[src/rtl/mips_debug_ctrl.sv]
// Debug controller between the mips core and unified memory: owns the memory port,
// adds halt/resume/step, one PC breakpoint, host memory access and a cycle counter.
module mips_debug_ctrl #(
   parameter int N            = 32,
   parameter int START_HALTED = 0,
   parameter int STEP_CYCLES  = 1,
   parameter int CNT_W        = 32
) (
   input  logic             clk,
   input  logic             reset,
   input  logic [N-1:0]     cpu_adr,
   input  logic [N-1:0]     cpu_wdata,
   input  logic [1:0]       cpu_memwrite,
   input  logic [N-1:0]     cpu_pc,
   output logic             cpu_stall,
   output logic [N-1:0]     mem_adr,
   output logic [N-1:0]     mem_wdata,
   output logic [1:0]       mem_memwrite,
   input  logic [N-1:0]     mem_rdata,
   input  logic             halt_req,
   input  logic             resume,
   input  logic             step,
   input  logic             bp_en,
   input  logic [N-1:0]     bp_pc,
   input  logic             dbg_req,
   input  logic             dbg_we,
   input  logic [N-1:0]     dbg_adr,
   input  logic [N-1:0]     dbg_wdata,
   output logic             dbg_ack,
   output logic [N-1:0]     dbg_rdata,
   output logic             halted,
   output logic             bp_hit,
   output logic [CNT_W-1:0] cycle_cnt
);

   localparam int SC_W = $clog2(STEP_CYCLES + 1);
   localparam logic [SC_W-1:0] STEP_LOAD = SC_W'(STEP_CYCLES);

   typedef enum logic [1:0] {
      ST_RUN  = 2'd0,
      ST_HALT = 2'd1,
      ST_ACK  = 2'd2,
      ST_STEP = 2'd3
   } state_t;

   localparam state_t RESET_STATE = (START_HALTED != 0) ? ST_HALT : ST_RUN;

   state_t           state_q, state_d;
   logic             skip_q, skip_d;
   logic [SC_W-1:0]  step_cnt_q, step_cnt_d;
   logic             bp_hit_q, bp_hit_d;
   logic             halted_q, halted_d;
   logic             dbg_ack_q, dbg_ack_d;
   logic [N-1:0]     dbg_rdata_q, dbg_rdata_d;
   logic [CNT_W-1:0] cycle_cnt_q, cycle_cnt_d;
   logic             bp_match;

   // skip masks the breakpoint while the multicycle core still sits on the PC we resumed from
   assign bp_match  = bp_en & (cpu_pc == bp_pc) & ~skip_q;
   assign cpu_stall = (state_q == ST_HALT) | (state_q == ST_ACK) |
                      ((state_q == ST_RUN) & (halt_req | bp_match));

   always_comb begin
      mem_adr      = cpu_adr;
      mem_wdata    = cpu_wdata;
      mem_memwrite = 2'b00;
      if (!cpu_stall) begin
         mem_memwrite = cpu_memwrite;
      end else if ((state_q == ST_HALT) && dbg_req) begin
         mem_adr      = dbg_adr;
         mem_wdata    = dbg_wdata;
         mem_memwrite = dbg_we ? 2'b01 : 2'b00;
      end
   end

   always_comb begin
      state_d     = state_q;
      skip_d      = skip_q;
      step_cnt_d  = step_cnt_q;
      bp_hit_d    = bp_hit_q;
      dbg_rdata_d = dbg_rdata_q;
      cycle_cnt_d = cpu_stall ? cycle_cnt_q : cycle_cnt_q + CNT_W'(1);
      if (cpu_pc != bp_pc) skip_d = 1'b0;
      case (state_q)
         ST_RUN: begin
            if (halt_req || bp_match) begin
               state_d = ST_HALT;
               if (bp_match) bp_hit_d = 1'b1;
            end
         end
         ST_HALT: begin
            if (dbg_req) begin
               if (!dbg_we) dbg_rdata_d = mem_rdata;
               state_d = ST_ACK;
            end else if (step) begin
               step_cnt_d = STEP_LOAD;
               bp_hit_d   = 1'b0;
               skip_d     = 1'b1;
               state_d    = ST_STEP;
            end else if (resume) begin
               bp_hit_d = 1'b0;
               skip_d   = 1'b1;
               state_d  = ST_RUN;
            end
         end
         ST_ACK: state_d = ST_HALT;
         ST_STEP: begin
            step_cnt_d = step_cnt_q - SC_W'(1);
            if (step_cnt_q <= SC_W'(1)) state_d = ST_HALT;
         end
         default: state_d = ST_HALT;
      endcase
      halted_d  = (state_d == ST_HALT) || (state_d == ST_ACK);
      dbg_ack_d = (state_d == ST_ACK);
   end

   always_ff @(posedge clk) begin
      if (reset) begin
         state_q     <= RESET_STATE;
         skip_q      <= 1'b0;
         step_cnt_q  <= '0;
         bp_hit_q    <= 1'b0;
         halted_q    <= (START_HALTED != 0);
         dbg_ack_q   <= 1'b0;
         dbg_rdata_q <= '0;
         cycle_cnt_q <= '0;
      end else begin
         state_q     <= state_d;
         skip_q      <= skip_d;
         step_cnt_q  <= step_cnt_d;
         bp_hit_q    <= bp_hit_d;
         halted_q    <= halted_d;
         dbg_ack_q   <= dbg_ack_d;
         dbg_rdata_q <= dbg_rdata_d;
         cycle_cnt_q <= cycle_cnt_d;
      end
   end

   assign dbg_ack   = dbg_ack_q;
   assign dbg_rdata = dbg_rdata_q;
   assign halted    = halted_q;
   assign bp_hit    = bp_hit_q;
   assign cycle_cnt = cycle_cnt_q;

endmodule

[config.mk]
export PLATFORM = sky130hd
export DESIGN_NAME = mips_debug_ctrl
export DESIGN_NICKNAME = d
export VERILOG_FILES = /design/src/rtl/mips_debug_ctrl.sv
export SDC_FILE = /design/constraint.sdc
export NUM_CORES = 1
export LEC_CHECK = 0
export BUFFER_PORTS_ARGS = -buffer_cell sky130_fd_sc_hd__clkbuf_2
export CAP_MARGIN = 20
export CORE_AREA = 2 2 143 145
export DETAILED_ROUTE_END_ITERATION = 7
export DIE_AREA = 0 0 145 147
export REMOVE_ABC_BUFFERS = 1
export SYNTH_ARGS = -nofsm -noshare
export SYNTH_HDL_FRONTEND = slang
export SYNTH_SLANG_ARGS = --single-unit
export TNS_END_PERCENT = 50
[constraint.sdc]
create_clock -name clk -period 2.65 [get_ports clk]
set_input_delay 0.1325 -clock clk [delete_from_list [all_inputs] [get_ports clk]]
set_output_delay 0.1325 -clock clk [all_outputs]
set_load 0.005 [all_outputs]
==> key figures, run 1 <==
Yosys
  • Largest area contributor in the netlist: dfxtp_1
  • Post-synth top cells: nand2_1 (80), dfxtp_1 (70), mux2_1 (49), a21oi_1 (48), xor2_1 (33)
  • Synth unique cells: 41
  • Top cell type's share of synthesized area: 32.1%
  • Flops & latches, synth: 70
  • EDFF count, synth: 0
  • Post-synthesis sequential area ratio: 32.1%
  • Synth Warn #: 0
  • Mapped Area: 0.00437 sq mm
  • Top-count cell post-synth: nand2_1
  • Async SR Flop Fraction: 0%
  • Avg Synthesized Cell Area: 8.50 sq um
  • Syn Inst Count: 514
  • Post-synth top flop: dfxtp_1
  • Top cells by area in the synthesized netlist: dfxtp_1 (32%), mux2_1 (13%), mux2_2 (8.0%)

Global routing
  • Total GRT Usage: 23.4%
  • Vias in the first global route: between 5000 and 6000
  • First-pass GRT wire length: 35900 microns
  • Congestion Overflow GR: 0
  • Initial antenna violation count: 14
  • Pin count of the biggest net entering global routing: 36

Setup path
  • Critical Path RT: 2520 ps
  • Critical path capture point type: primary output
  • Worst Path Arrival: 2430 ps
  • CP max-delay cell: o41ai_4
  • Critical path's top delay family: simple AND/OR/NAND/NOR gates
  • Worst Path Max Fanout: 13
  • Setup CP Type: in -> out
  • CP max stage delay: 390 ps
  • CP Cell Sequence: clkbuf_2, xor2_1, nor4_2, buf_4, nand4_1, o41ai_4, and2b_4, buf_12, buf_4, mux2_2, clkbuf_2
  • CP Launch Type: primary input
  • Buffers and inverters on the worst path: 5

Place
  • Placer Congestion: about 1.0
  • Count of input and output buffers: around 370
  • Post-DP HPWL: about 22000 microns

STA
  • Final number of hold-violating endpoints: 0
  • Tcrit/Tclk final: 96.8%
  • Max_slew headroom: 57.0%
  • Final Critical Period: 2570 ps
  • Slew Viols, Final: 0
  • Worst slew pin tran: 644 ps
  • Hold slack: 14.3 ps
  • Setup violations, final: 0
  • RSZ-0062 raised after global routing: true
  • F_max: 390 MHz
  • Layout Skew: about 6.5 ps

Floorplan
  • Die H: 147 microns
  • Top-level I/O count: around 370
  • Site Rows: 52
  • Effective utilization at floorplan: 22.0%
  • Core box area: 0.0198 sq mm
  • Die area: 0.0213 sq mm
  • Die width: 145 microns

Route
  • Initial DRC count: 423
  • Final antenna-violating net count: 0
  • Vias: between 5000 and 6000
  • Vias/cell: around 4.7
  • Drt total wl: approximately 25000 microns
  • 1st-pass router iterations: 4
  • Routed len/inst: around 22 microns
  • # DRC: 0

Pwr
  • Clk pwr share: 40.1%
  • Power, Total: 3.22 mW
  • Reg power frac: 34.2%
  • VDD IR max: 0.295 mV
  • Sw Share: between 20% and 30%
  • P_leak: 3.35 nW
  • P_int: 2.29 mW
  • Logic gate share of total power: 25.6%
  • Net Sw Power: roughly 0.94 mW
  • Pwr/cell area: 458 mW/mm^2

Clock network
  • Clock Sinks: 70
  • Clock tree root buffer cell: clkbuf_16
  • H-tree levels: 3
  • CTS Buf Count: 9
  • CTS tree: done
  • Worst-Skew Late Latency: 340 ps
  • Clk slew on worst S/H paths: 50 ps
  • Clock Path Buffers: 2

Worst hold path
  • Hold crit path type: in -> reg

Finish
  • Share of layout cells above drive strength 1: between 50% and 60%
  • # nets final: 1132
  • Area Growth Syn to Fin: 61.2%
  • Area of the multi-input gates: 0.00280 sq mm
  • Fillers: 2140
  • Register cell area after layout: 0.00140 sq mm

Outcome
  • Status: completed

Job
  • Number of max-cap violations: 0
[repair_timing]
| item | CTS | global route |
|---|---|---|
| endpoints found under the hold margin | 1 | 0 |
| resized for setup | 10 | 20 |
| hold buffers | 1 | 0 |
| cloned | 1 | 0 |
| setup buffers | 1 | 1 |
| endpoints found under the setup margin | 62 | 49 |
| pin swaps | 1 | 2 |
[layout by cell type (no fill, tap or decap), drive strengths merged, types with 2 or more instances in the layout]
cell / count
nor2: 32
nand2: 80
clkbuf: 374
a211oi: 8
o31ai: 11
dfxtp: 70
or2: 3
a21oi: 48
and3: 2
xor2: 33
inv: 16
nand4: 9
nand3b: 2
and4: 3
nand2b: 2
nor3: 3
nor4: 11
nand3: 10
bufinv: 2
ha: 6
or3: 5
a2111oi: 6
o21ai: 7
or4: 10
nor2b: 13
o41ai: 2
mux2: 80
buf: 33
clkinv: 5
diode: 4
[metrics by stage]
step	instances	utilization, %	instance area [sq um]	worst slack, ps	setup TNS, ps
6_report	1171	35.5	7050	84.3	0
3_5_place_dp	1148	33.3	6610	-105	-1170
5_1_grt	1167	35.5	7040	-45.8	-394
3_3_place_gp	1148	33.3	6610	-147	-2620
2_1_floorplan	482	-	4200	-1600	-102070
4_1_cts	1167	35.4	7020	20.6	0
[final timing paths]
check | cells past startpoint | from | end | slack, ps
max | 11 | bp_pc[31] | mem_wdata[15] | 80
min | 3 | mem_rdata[10] | dbg_rdata[10] | 10
max reg2reg | 7 | cycle_cnt[14] | cycle_cnt[31] | 230
min reg2reg | 2 | dbg_rdata[4] | dbg_rdata[4] | 450
[worst register-to-register path: stages, from the launching register on]
cell and delay (ps):
dfxtp_1 420, nand4_1 180, nor4_1 330, buf_4 170, nand3_1 90, or2_2 320
a2111oi_1 410, mux2_2 380
[power groups by stage]
| stage | clock network, mW | logic, mW | registers [mW] |
|---|---|---|---|
| 2_1_floorplan | 0 | 0.277 | 1.13 |
| 3_3_place_gp | 0 | 0.771 | 1.13 |
| 3_5_place_dp | 0 | 0.775 | 1.13 |
| 4_1_cts | 1.34 | 0.809 | 1.10 |
| 5_1_grt | 1.38 | 0.891 | 1.11 |
| 6_report | 1.29 | 0.827 | 1.10 |
[metal layers]
layer  vias to the layer above  global-route usage, %  wire length [microns]
met5                         -                      0                     55
met3                        30                   16.5                   3950
met1                      2504                   33.2                  12100
met2                       327                   28.0                   9080
li1                       2591                      -                      -
met4                         8                   4.46                    269
[state kept, by name (all words and copies together), names as in the netlist]
| name | flops |
|---|---|
| cycle_cnt | 32 |
| dbg_rdata | 32 |
| state_q | 2 |
| bp_hit | 1 |
| dbg_ack | 1 |
| halted | 1 |
| skip_q | 1 |
[cell type report]
cell class / count / share of cell area [%]
timing repair buffer: 399 / 30.1
sequential: 70 / 19.9
inverter: 16 / 0.852
tap: 270 / 4.79
clock inverter: 7 / 1.26
multi-input combinational: 396 / 39.8
antenna: 4 / 0.142
clock buffer: 9 / 3.20
[cell families (layout without fill, tap and decap cells)]
kind of cell	after synthesis	after routing	share of synthesized area, %
muxes	81	81	20.8
other	0	4	0
AOI/OAI and AO/OA	90	90	13.2
buffers and inverters	48	431	5.21
and+or+nand+nor	186	186	20.4
DFF	70	70	32.1
xor gates and xnor gates	33	33	6.61
adders and majority gates	6	6	1.72
(Power assumes the default switching activity.)
==> run 2: changes to the inputs <==
--- a/config.mk
+++ b/config.mk
@@ -7,9 +7,13 @@
 export LEC_CHECK = 0
 export BUFFER_PORTS_ARGS = -buffer_cell sky130_fd_sc_hd__clkbuf_2
 export CAP_MARGIN = 20
-export CORE_AREA = 2 2 143 145
+export CELL_PAD_IN_SITES_DETAIL_PLACEMENT = 1
+export CELL_PAD_IN_SITES_GLOBAL_PLACEMENT = 1
+export CORE_ASPECT_RATIO = 0.5
+export CORE_MARGIN = 2
+export CORE_UTILIZATION = 26
 export DETAILED_ROUTE_END_ITERATION = 7
-export DIE_AREA = 0 0 145 147
+export PLACE_DENSITY_LB_ADDON = 0.1
 export REMOVE_ABC_BUFFERS = 1
 export SYNTH_ARGS = -nofsm -noshare
 export SYNTH_HDL_FRONTEND = slang
==> run 2 against run 1 <==
  * Worst hold slack worse by 2.5 ps
  * Register-to-register slack hardly changed
  * Critical path depth is 1 lower
  * Cell area is 1.5% lower
  * Global-route usage is 0.55 points higher
  * Combinational power is 8.2% lower
  * Die area is 16% lower
  * Setup slack better by 63 ps
  * Total power is 4.1% lower
  * Critical endpoint is now mem_adr[14]
  * Largest power group unchanged
==> key figures, run 2 (synthesized netlist as in run 1, its figures left out) <==
Setup path
  • CP Launch Type: primary input
  • Critical Path RT: 2520 ps (about the same)
  • R2R cell count: 7 (unchanged)
  • Critical path capture point type: primary output
  • Setup CP Type: in -> out
  • Worst Path Max Fanout: 19 (+6)
  • Worst Path Arrival: 2370 ps (-60 ps)

Floorplan
  • Die area: 0.0179 sq mm (-16%)
  • Top-level I/O count: 368 (unchanged)
  • Die H: 95.7 microns (-35%)
  • Core box area: 0.0164 sq mm (-17%)
  • Effective utilization at floorplan: 26.7% (+4.6 points)
  • Die width: 187 microns (+29%)
  • Site Rows: 33 (-37%)

Pwr
  • Pwr/cell area: 446 mW/mm^2 (-2.6%)
  • VDD IR max: 0.327 mV (+11%)
  • P_leak: 3.31 nW (-1.2%)

Global routing
  • Initial antenna violation count: 3 (-11)
  • First-pass GRT wire length: 32000 microns (-11%)
  • Pin count of the biggest net entering global routing: 36 (unchanged)
  • Congestion Overflow GR: 0 (unchanged)
  • Vias in the first global route: 5302 (-0.057%)
  • Total GRT Usage: 24.0% (+0.55 points)

Clock network
  • Clk slew on worst S/H paths: 60 ps (about the same)
  • CTS Hold Bufs: 0 (-1)
  • Worst-Skew Late Latency: 340 ps (about the same)
  • CTS Buf Count: 9 (unchanged)
  • H-tree levels: 3 (unchanged)
  • Clock Sinks: 70 (unchanged)
  • CTS tree: done
  • Clock tree root buffer cell: clkbuf_16
  • Clock Path Buffers: 2 (unchanged)

Worst hold path
  • Hold path depth: 3 (unchanged)
  • Hold crit path type: in -> reg

STA
  • RSZ-0062 raised after global routing: false
  • Tcrit/Tclk final: 94.4% (-2.4 points)
  • Setup WS post-layout: 147 ps (+62.9 ps)
  • Final number of hold-violating endpoints: 0 (unchanged)
  • Layout Skew: 10.2 ps (+3.72 ps)
  • Slew Viols, Final: 0 (unchanged)
  • Setup violations, final: 0 (unchanged)
  • F_max: 400 MHz (+2.5%)
  • Final Critical Period: 2500 ps (-62.9 ps)
  • Worst slew pin tran: 687 ps (+42.8 ps)
  • Max_slew headroom: 54.2% (-2.9 points)

Route
  • Vias/cell: 4.71 (+1.1%)
  • 1st-pass router iterations: 4 (unchanged)
  • Vias: 5302 (-2.9%)
  • Initial DRC count: 215 (-49%)
  • # DRC: 0 (unchanged)
  • Final antenna-violating net count: 0 (unchanged)
  • Routed len/inst: 19.5 microns (-11%)
  • Drt total wl: 21900 microns (-14%)

Finish
  • Most frequent cells in the layout: clkbuf_2 (366), nand2_1 (80), dfxtp_1 (70)
  • # nets final: 1133 (+0.088%)
  • Final core occ: 42.3% (+6.8 points)
  • Commonest non-fill, non-tap cell in the layout: clkbuf_2
  • Area Growth Syn to Fin: 58.7%
  • Share of layout cells above drive strength 1: 50.8% (-1.4 points)
  • Antenna fix cells: 0 (-4)

Job
  • Number of max-cap violations: 0 (unchanged)

Place
  • Pre-CTS WS: 44.3 ps (+149 ps)
  • Count of input and output buffers: 367 (unchanged)
  • Post-DP HPWL: 18400 microns (-16%)
  • Placer Congestion: 0.918 (-8.5%)

Outcome
  • Status: completed
[run 2: critical path: stages]
cell	delay [ps]
clkbuf_2	90
xor2_1	150
nor4_1	300
nand4_1	240
o41ai_4	400
and2b_4	240
buf_12	170
buf_4	180
mux2_1	330
clkbuf_2	120
[run 2: through the flow]
stage               std cells  total power [mW]  instance area (sq um)  setup TNS (ps)  hold slack (ps)
finish                   1125              3.09                   6940               0             11.8
global route             1125              3.24                   6940               0             8.09
CTS                      1124              3.14                   6930               0             1.87
detailed placement       1106              1.87                   6570               0              364
global placement         1106              1.85                   6570               0              357
floorplan                 482              1.40                   4200         -102070              199
[run 2: worst paths after layout]
kind / from / slack, ps / endpoint
worst min-delay path: mem_rdata[13] / 10 / dbg_rdata[13]
worst min register to register: dbg_rdata[8] / 460 / dbg_rdata[8]
worst max register to register: cycle_cnt[16] / 220 / cycle_cnt[31]
worst max-delay path: bp_pc[13] / 150 / mem_adr[14]
[run 2: cell type report]
cell class / instances / area (sq um)
well taps: 227 / 284
inverters: 16 / 60.1
repair buffers: 400 / 2130
clock inverters: 7 / 75.1
fillers: 2083 / 9450
clock buffers: 9 / 225
flip-flops and latches: 70 / 1400
multi-input cells: 396 / 2760
[run 2: power by group]
part	internal, mW	switching (mW)
Sequential	1.08	0.0212
Combinational	0.374	0.385
Clock	0.730	0.500
[run 2: per-layer routing]
metal  share of wire [%]  up-vias  wire length [microns]  track usage, %
met1                  43     2526                   9430            29.8
li1                    -     2576                      -               -
met2                  48      181                  10400            42.3
met4                 1.1        2                    230            4.50
met3                 8.2       17                   1800            6.48
met5               0.050        -                     11               0
[run 2: repair_timing]
| action | in CTS | in global routing |
|---|---|---|
| gates resized for setup | 5 | 4 |
| endpoints found under the setup margin | 58 | 62 |
| pin swaps | 0 | 2 |
| buffers inserted | 1 | 1 |
| cloned | 1 | 0 |
==> run 3: changes to the inputs <==
--- a/config.mk
+++ b/config.mk
@@ -7,13 +7,9 @@
 export LEC_CHECK = 0
 export BUFFER_PORTS_ARGS = -buffer_cell sky130_fd_sc_hd__clkbuf_2
 export CAP_MARGIN = 20
-export CELL_PAD_IN_SITES_DETAIL_PLACEMENT = 1
-export CELL_PAD_IN_SITES_GLOBAL_PLACEMENT = 1
-export CORE_ASPECT_RATIO = 0.5
-export CORE_MARGIN = 2
-export CORE_UTILIZATION = 26
+export CORE_AREA = 2 2 145 147
 export DETAILED_ROUTE_END_ITERATION = 7
-export PLACE_DENSITY_LB_ADDON = 0.1
+export DIE_AREA = 0 0 147 149
 export REMOVE_ABC_BUFFERS = 1
 export SYNTH_ARGS = -nofsm -noshare
 export SYNTH_HDL_FRONTEND = slang
==> constraint.sdc (replaced) <==
create_clock -name clk -period 3.1 [get_ports clk]
set_input_delay 0.155 -clock clk [delete_from_list [all_inputs] [get_ports clk]]
set_output_delay 0.155 -clock clk [all_outputs]
set_load 0.005 [all_outputs]
==> run 3 against run 2 <==
  * Total power fell by 8.5%
  * Wire length rose by 6.6%
  * Count of clock-buffer cells in the layout rose by 2
  * Global-route usage fell by 3.2 points
  * First-iteration DRC count rose by 35%
  * Cell count rose by 3.0%
  * Sequential share of layout area rose by 0.21 points
  * Clock skew barely moved
  * Non-clock buffer count fell by 21
  * Sequential cell count did not move
  * Die area rose by 22%
  * Critical path depth fell by 1
  * Critical endpoint is now mem_adr[29]
  * Largest cell class unchanged
==> key figures, run 3 (synthesized netlist as in run 1, its figures left out) <==
STA
  • Setup violations, final: 0 (unchanged)
  • Layout Skew: 10.1 ps (-0.145 ps)
  • RSZ-0062 raised after global routing: false
  • F_max: 338 MHz
  • Sum of negative setup slack: 0 ps (unchanged)
  • Max_slew headroom: 39.6% (-15 points)
  • Setup WS post-layout: 141 ps (-6.25 ps)
  • Final Critical Period: 2960 ps
  • Tcrit/Tclk final: 95.5%
  • Worst slew pin tran: 906 ps (+219 ps)
  • Final number of hold-violating endpoints: 0 (unchanged)
  • Slew Viols, Final: 0 (unchanged)

Clock network
  • Post-CTS resize count: 0 (-5)
  • Clock Path Buffers: 2 (unchanged)
  • Post-CTS setup buffer count: 0 (-1)
  • Worst-Skew Late Latency: 340 ps (about the same)
  • CTS Hold Bufs: 0 (unchanged)
  • Clock Sinks: 70 (unchanged)
  • CTS tree: done
  • CTS Buf Count: 9 (unchanged)
  • Clock tree root buffer cell: clkbuf_16
  • H-tree levels: 3 (unchanged)
  • Clk slew on worst S/H paths: 60 ps (about the same)

Setup path
  • Reg2reg setup slack: 550 ps (+330 ps)
  • CP Launch Type: primary input
  • CP max-delay cell: nor4_1
  • Worst Path Max Fanout: 52 (+33)
  • Setup CP Type: in -> out
  • CP max stage delay: 520 ps (+120 ps)
  • Worst Path Arrival: 2800 ps (+430 ps)
  • CP Cell Sequence: clkbuf_2, xor2_1, nor4_1, nand4_1, o41ai_4, and2b_2, buf_12, mux2_1, clkbuf_2
  • Critical path capture point type: primary output
  • Critical Path RT: 2940 ps (+420 ps)
  • CP dominant cell by count: clkbuf_2

Finish
  • Fillers: 2222 (+6.7%)
  • Area Growth Syn to Fin: 57.1%
  • # nets final: 1112 (-1.9%)
  • Share of layout cells above drive strength 1: 49.3% (-1.5 points)
  • Commonest non-fill, non-tap cell in the layout: clkbuf_2
  • Cell Count, Final, Fillers Out: 1159 (+3.0%)
  • Most frequent cells in the layout: clkbuf_2 (366), nand2_1 (80), dfxtp_1 (70)

Route
  • Routed len/inst: 20.1 microns (+3.5%)
  • 1st-pass router iterations: 4 (unchanged)
  • Final antenna-violating net count: 0 (unchanged)
  • Drt total wl: 23300 microns (+6.6%)
  • # DRC: 0 (unchanged)
  • Initial DRC count: 290 (+35%)
  • Vias: 5339 (+0.70%)
  • Vias/cell: 4.61 (-2.3%)

Outcome
  • Status: completed

Pwr
  • P_leak: 3.23 nW (-2.6%)
  • Pwr/cell area: 412 mW/mm^2 (-7.5%)
  • VDD IR max: 0.235 mV (-28%)

Global routing
  • First-pass GRT wire length: 33000 microns (+3.3%)
  • Pin count of the biggest net entering global routing: 53 (+47%)
  • Congestion Overflow GR: 0 (unchanged)
  • Initial antenna violation count: 9 (+6)
  • Total GRT Usage: 20.8% (-3.2 points)
  • Vias in the first global route: 5078 (-4.2%)

Floorplan
  • Die width: 147 microns (-22%)
  • Top-level I/O count: 368 (unchanged)
  • Site Rows: 53 (+61%)
  • Die H: 149 microns (+56%)
  • Effective utilization at floorplan: 21.3% (-5.4 points)
  • Core box area: 0.0206 sq mm (+25%)
  • Die area: 0.0219 sq mm (+22%)

Place
  • Placer Congestion: 1.02 (+11%)
  • Placed cell count: 1136 (+2.7%)
  • Count of input and output buffers: 367 (unchanged)
  • Pre-CTS WS: 152 ps (+108 ps)
  • Post-DP HPWL: 19800 microns (+8.1%)

Worst hold path
  • Hold crit path type: in -> reg

Job
  • Number of max-cap violations: 0 (unchanged)
-- run 3: power breakdown --
group | internal, mW | total, mW | leakage [nW] | switching, mW
logic | 0.297 | 0.648 | 2.49 | 0.352
clock network | 0.830 | 1.23 | 0.168 | 0.405
registers | 0.925 | 0.946 | 0.566 | 0.0212
total | 2.05 | 2.83 | 3.23 | 0.778
-- run 3: path summary, 6_finish.rpt --
path	startpoint	endpoint	cells after the start
max	bp_pc[10]	mem_adr[29]	9
min	mem_rdata[10]	dbg_rdata[10]	3
min reg2reg	dbg_rdata[10]	dbg_rdata[10]	2
max reg2reg	cycle_cnt[13]	cycle_cnt[31]	7
-- run 3: metrics by stage --
| step | utilization [%] | hold WS (ps) | instance area (sq um) | total power, mW |
|---|---|---|---|---|
| floorplan | - | 222 | 4200 | 1.20 |
| global placement | 31.6 | 380 | 6490 | 1.61 |
| detailed placement | 31.6 | 385 | 6490 | 1.61 |
| CTS | 33.3 | 16.7 | 6850 | 2.87 |
| global route | 33.4 | 30.6 | 6860 | 2.97 |
| finish | 33.4 | 34.9 | 6870 | 2.83 |
-- run 3: area by class of cell --
| cell class | instances | area (sq um) | area share [%] |
|---|---|---|---|
| multi-input combinational | 396 | 2750 | 40.0 |
| timing repair buffer | 379 | 1940 | 28.2 |
| sequential | 70 | 1400 | 20.4 |
| tap | 275 | 344 | 5.01 |
| clock buffer | 11 | 253 | 3.68 |
| clock inverter | 5 | 105 | 1.53 |
| inverter | 16 | 60.1 | 0.875 |
| antenna | 7 | 17.5 | 0.255 |
-- run 3: layer usage --
layer | vias to the layer above | global-route usage, % | routed length, microns
met5 | - | 2.95 | 112
met4 | 6 | 4.90 | 302
met3 | 25 | 13.7 | 3490
met2 | 282 | 26.6 | 8660
met1 | 2479 | 28.2 | 10800
li1 | 2547 | - | -
-- run 3: worst max-delay path: cells and delay by family --
| kind | cells | cell delay, ps |
|---|---|---|
| AOI/OAI and AO/OA | 1 | 370 |
| and+or+nand+nor | 3 | 1090 |
| buffers and inverters | 3 | 540 |
| xor gates and xnor gates | 1 | 150 |
| muxes | 1 | 500 |
